[config.mk]
export PLATFORM = sky130hd
export DESIGN_NAME = display_scan_ctrl_flat
export DESIGN_NICKNAME = d
export VERILOG_FILES = /design/src/rtl/display_scan_ctrl_if.sv /design/src/rtl/display_scan_ctrl.sv /design/src/flat_wrapper.sv
export SDC_FILE = /design/constraint.sdc
export NUM_CORES = 1
export LEC_CHECK = 0
export CAP_MARGIN = 20
export CORE_MARGIN = 2
export CORE_UTILIZATION = 45
export CTS_CLUSTER_SIZE = 25
export DETAILED_ROUTE_END_ITERATION = 8
export PLACE_DENSITY = 0.74
export SKIP_CTS_REPAIR_TIMING = 1
export SLEW_MARGIN = 10
export SYNTH_ARGS = -nofsm -noshare
export SYNTH_HDL_FRONTEND = slang
export SYNTH_SLANG_ARGS = --single-unit
[constraint.sdc]
create_clock -name clk -period 2.35 [get_ports clk]
set_input_delay 0.47 -clock clk [delete_from_list [all_inputs] [get_ports clk]]
set_output_delay 0.47 -clock clk [all_outputs]
set_load 0.005 [all_outputs]
[src/rtl/display_scan_ctrl_if.sv]
// rtl/display_scan_ctrl_if.sv - shared decimal converter link between scan controller and converter
interface display_scan_ctrl_if;
    logic [6:0] conv_n;
    logic       conv_lz;
    logic [3:0] conv_ten;
    logic [3:0] conv_one;

    modport master (
        output conv_n,
        output conv_lz,
        input  conv_ten,
        input  conv_one
    );

    modport slave (
        input  conv_n,
        input  conv_lz,
        output conv_ten,
        output conv_one
    );
endinterface

[src/rtl/display_scan_ctrl.sv]
// rtl/display_scan_ctrl.sv - 4-digit multiplexed seven-segment scan controller with shared converter
module display_scan_ctrl #(
    parameter int SCAN_DIV     = 50000,
    parameter int BLANK_CYC    = 500,
    parameter int BLINK_FRAMES = 62
) (
    input  logic                  clk,
    input  logic                  reset,
    input  logic [6:0]            val0,
    input  logic [6:0]            val1,
    input  logic                  lz0,
    input  logic                  lz1,
    input  logic [1:0]            blink_en,
    display_scan_ctrl_if.master   conv,
    output logic [3:0]            an,
    output logic [3:0]            digit,
    output logic                  frame_start
);
    localparam int CNT_W = $clog2(SCAN_DIV);
    localparam int FRM_W = (BLINK_FRAMES > 1) ? $clog2(BLINK_FRAMES) : 1;

    localparam logic [CNT_W-1:0] CNT_LAST  = CNT_W'(SCAN_DIV - 1);
    localparam logic [CNT_W-1:0] BLANK_END = CNT_W'(BLANK_CYC);
    localparam logic [FRM_W-1:0] FRM_LAST  = FRM_W'(BLINK_FRAMES - 1);

    localparam logic [1:0] S_SNAP  = 2'd0;
    localparam logic [1:0] S_CONV0 = 2'd1;
    localparam logic [1:0] S_CONV1 = 2'd2;
    localparam logic [1:0] S_SHOW  = 2'd3;

    logic [1:0]       state;
    logic [1:0]       idx;
    logic [CNT_W-1:0] cnt;
    logic [FRM_W-1:0] frm;
    logic             blink_phase;
    logic [6:0]       snap_val0;
    logic [6:0]       snap_val1;
    logic             snap_lz0;
    logic             snap_lz1;
    logic [1:0]       snap_blink;
    logic [3:0]       dbuf [4];

    always_ff @(posedge clk) begin
        if (reset) begin
            state       <= S_SNAP;
            idx         <= 2'd0;
            cnt         <= '0;
            frm         <= '0;
            blink_phase <= 1'b0;
            snap_val0   <= 7'd0;
            snap_val1   <= 7'd0;
            snap_lz0    <= 1'b0;
            snap_lz1    <= 1'b0;
            snap_blink  <= 2'd0;
            dbuf[0]     <= 4'd10;
            dbuf[1]     <= 4'd10;
            dbuf[2]     <= 4'd10;
            dbuf[3]     <= 4'd10;
        end else begin
            case (state)
                S_SNAP: begin
                    snap_val0  <= val0;
                    snap_val1  <= val1;
                    snap_lz0   <= lz0;
                    snap_lz1   <= lz1;
                    snap_blink <= blink_en;
                    state      <= S_CONV0;
                end
                S_CONV0: begin
                    dbuf[0] <= conv.conv_one;
                    dbuf[1] <= conv.conv_ten;
                    state   <= S_CONV1;
                end
                S_CONV1: begin
                    dbuf[2] <= conv.conv_one;
                    dbuf[3] <= conv.conv_ten;
                    idx     <= 2'd0;
                    cnt     <= '0;
                    state   <= S_SHOW;
                end
                S_SHOW: begin
                    if (cnt == CNT_LAST) begin
                        cnt <= '0;
                        if (idx == 2'd3) begin
                            idx   <= 2'd0;
                            state <= S_SNAP;
                            // blink_phase only flips at a frame boundary so a frame never tears
                            if (frm == FRM_LAST) begin
                                frm         <= '0;
                                blink_phase <= ~blink_phase;
                            end else begin
                                frm <= frm + FRM_W'(1);
                            end
                        end else begin
                            idx <= idx + 2'd1;
                        end
                    end else begin
                        cnt <= cnt + CNT_W'(1);
                    end
                end
                default: state <= S_SNAP;
            endcase
        end
    end

    always_comb begin
        conv.conv_n  = 7'd0;
        conv.conv_lz = 1'b0;
        an           = 4'hF;
        digit        = 4'd10;
        frame_start  = 1'b0;
        case (state)
            S_SNAP:  frame_start = 1'b1;
            S_CONV0: begin
                conv.conv_n  = snap_val0;
                conv.conv_lz = snap_lz0;
            end
            S_CONV1: begin
                conv.conv_n  = snap_val1;
                conv.conv_lz = snap_lz1;
            end
            S_SHOW: begin
                // digit stays valid through the anti-ghost gap so the decoder settles before the anode opens
                if (cnt >= BLANK_END)
                    an = ~(4'b0001 << idx);
                digit = (snap_blink[idx[1]] && blink_phase) ? 4'd10 : dbuf[idx];
            end
            default: ;
        endcase
    end
endmodule

[src/flat_wrapper.sv]
// flat-port wrapper written by rule: the top's interface ports become plain ports
module display_scan_ctrl_flat 
#(
    parameter int SCAN_DIV     = 50000,
    parameter int BLANK_CYC    = 500,
    parameter int BLINK_FRAMES = 62
)
  (clk, reset, val0, val1, lz0, lz1, blink_en, an, digit, frame_start, conv_conv_n, conv_conv_lz, conv_conv_ten, conv_conv_one);
  display_scan_ctrl_if conv_i ();
  input  logic clk;
  input  logic reset;
  input  logic [6:0] val0;
  input  logic [6:0] val1;
  input  logic lz0;
  input  logic lz1;
  input  logic [1:0] blink_en;
  output logic [3:0] an;
  output logic [3:0] digit;
  output logic frame_start;
  output wire logic [$bits(conv_i.conv_n)-1:0] conv_conv_n;
  output wire logic [$bits(conv_i.conv_lz)-1:0] conv_conv_lz;
  input wire logic [$bits(conv_i.conv_ten)-1:0] conv_conv_ten;
  input wire logic [$bits(conv_i.conv_one)-1:0] conv_conv_one;
  assign conv_conv_n = conv_i.conv_n;
  assign conv_conv_lz = conv_i.conv_lz;
  assign conv_i.conv_ten = conv_conv_ten;
  assign conv_i.conv_one = conv_conv_one;
  display_scan_ctrl #(.SCAN_DIV(SCAN_DIV), .BLANK_CYC(BLANK_CYC), .BLINK_FRAMES(BLINK_FRAMES)) u_core (.clk(clk), .reset(reset), .val0(val0), .val1(val1), .lz0(lz0), .lz1(lz1), .blink_en(blink_en), .conv(conv_i), .an(an), .digit(digit), .frame_start(frame_start));
endmodule
==> out/qor.yml <==
worst_setup_path:
  startpoint_type: "flop"
  reg2regPathDepth: 5
  worstSetupPathType: "flop to primary output"
  cp.arrival_ps: 1830
  crit_required_ps: 1880
  max_stage_delay_ps: 480
  critPathSlowestCell: "mux4_2"
  path_cells: "mux4_2 -> and3_1 -> clkdlybuf4s50_1"
  crit_fanout: 4
  cp-end-kind: "primary output"
clock_tree:
  cts_tree: "done"
  path_clk_slew_ps: 70
  htreeDepth: 3
  cts_buffer_depth: 2
  cts_num_sinks: 63
  root_buffer: "clkbuf_8"
  clk-insertion-delay-late_ps: 340
  cts-buffers-inserted: 9
routing:
  drtAntennaViolNets: 0
  wl_per_cell_um: 15.0
  wl_met1_mm: 3.15
  highest_layer: "met4"
  firstDrtPassIters: 5
  drc_errors: 0
  wl_mm: 7.31
  vias_per_cell: 5.51
  met2_length_mm: 3.73
  drt_iter0_markers: 140
  vias: 2687
  wl_met3_um: 318
floorplanning:
  io_pins: 45
  start_util: 0.459
  std_cell_rows: 31
  die_x_um: 89.3
  fp.coreArea_mm2: 0.00714
  die_area_mm2: 0.00798
  die_y_um: 89.3
sta:
  post-route-period-util: 0.978
  fin_crit_ps: 2300
  slew_violations: 0
  finalSetupTns_ps: 0
  setup_viol_count_final: 0
  worstMarginPinSlew_ps: 1010
  fmax_mhz: 435
  skew_ps: 7.84
  rsz0062_at_grt: "false"
  hold_viol_final: 0
  slew_headroom: 0.323
global_route:
  grt_max_degree: 20
  grt.overflow.total: 0
  antenna_found_initial: 0
  grt_pass1_vias: 2531
  grt_pass1_wl_mm: 11.7
  track_usage: 0.191
cells_and_area:
  nets: 424
  num_antenna_cells: 0
  final_cells: 488
  area_delta_synth_final_pct: 27.9
  drive_above_1_share: 0.193
  nFillCells: 631
place:
  place.gp.congestion: 0.858
  port_buffers: 44
  dp_cells: 466
  hpwl_mm: 5.08
run:
  drv_cap: 0
power:
  report.power.total_mw: 3.42
  ir_worst_vdd_v: 0.000561
  powerDensity_mw_per_mm2: 817
  p_leak_nw: 1.54
logic_synthesis:
  syn_inst: 323
  synth_seq_cells: 63
  synthArstFlopShare: 0
  synth_ff_type: "dfxtp_1"
  ys_warn_count: 0
  synth_nets: 363
  ys_seq_area_frac: 0.434
  synth_edf_count: 16
  yosysUniqueCellTypes: 59
  syn_area_per_cell_um2: 10.1
  synth_area_mm2: 0.00328
min_path:
  min_path_type: "flop to flop"
  whs_path_depth: 1
outcome:
  status: "complete, no violations"
## kinds of logic after synthesis
family / after synthesis / share of synthesized area
xor gates and xnor gates: 1 / 0.00267
and+or+nand+nor: 136 / 0.231
adders and majority gates: 12 / 0.0458
AOI/OAI and AO/OA: 61 / 0.146
buffers and inverters: 25 / 0.0489
muxes: 25 / 0.0920
DFF: 63 / 0.434
## through the flow
stage / area, µm² / hold slack, ps / utilization / worst slack (ps)
after CTS: 4070 / 499 / 0.570 / -211
final: 4190 / 492 / 0.587 / 52.1
after floorplan: 3280 / 454 / - / 622
after global routing: 4190 / 513 / 0.587 / 2.48
after global placement: 3830 / 473 / 0.537 / 183
after detailed placement: 3830 / 489 / 0.537 / 144
## layout make-up
type                       count  area [µm²]  share of cell area
clock buffer                   9         124              0.0296
clock inverter                 7         111              0.0266
inverter                      10        37.5             0.00896
multi-input combinational    235        1740               0.415
sequential                    63        1440               0.344
tap                           99         124              0.0296
timing repair buffer          65         616               0.147
## registers in the layout, summed over array words and instances (netlist names), 2 cells and up, named ones only
signal,flops
u_core.cnt,16
u_core.dbuf,16
u_core.snap_val0,7
u_core.snap_val1,7
u_core.frm,6
u_core.idx,2
u_core.snap_blink,2
u_core.state,2
## worst paths after layout
check / from / end / slack (ps)
hold reg to reg: u_core.cnt[7] / u_core.cnt[7] / 490
setup reg to reg: u_core.state[1] / u_core.cnt[12] / 330
hold / removal: u_core.cnt[7] / u_core.cnt[7] / 490
setup / recovery: flop / digit[2] / 50
## report_power, final
part	total (mW)	leakage, nW	internal [mW]	switching [mW]
clock	1.13	0.117	0.697	0.429
combinational	0.943	0.891	0.476	0.467
sequential	1.35	0.533	1.28	0.0793
total	3.42	1.54	2.45	0.975
## per-layer routing
layer,global-route usage,vias to the layer above
met5,0,-
met4,0.0733,0
met3,0.0489,9
met2,0.326,71
met1,0.231,1291
li1,-,1316
## cell usage in the layout (no fill, tap or decap), drive strengths merged, types with 5 or more instances in the layout
master and n:
clkdlybuf4s50 37, a22oi 9, clkbuf 9, or2 5, ha 12, o311ai 5
dlymetal6s2s 7, and2 11, dfxtp 47, a21oi 11, mux2i 20, o21ai 5
nand3 9, nor3 8, nand2b 11, o211ai 5, nor2b 11, and3 6
nor2 23, buf 21, edfxtp 16, inv 9, a31oi 7, nand2 31
nand4 7
## critical path: cells and delay by family, from the launching register on
family / cells / cell delay (ps)
AND/OR/NAND/NOR: 1 / 200
multiplexers: 1 / 480
flip-flops: 1 / 380
buffers and inverters: 1 / 440
## Yosys cell counts (all sizes together) (9+ instances only)
master / count / area (µm²)
a21oi: 11 / 55.1
a22oi: 9 / 67.6
and2: 11 / 70.1
dfxtp: 47 / 941
edfxtp: 16 / 480
ha: 12 / 150
inv: 9 / 33.8
mux2i: 20 / 200
nand2: 31 / 116
nand2b: 11 / 68.8
nand3: 9 / 45.0
nor2: 23 / 86.3
nor2b: 11 / 68.8
Note: power is estimated with default switching activity, not from simulation.
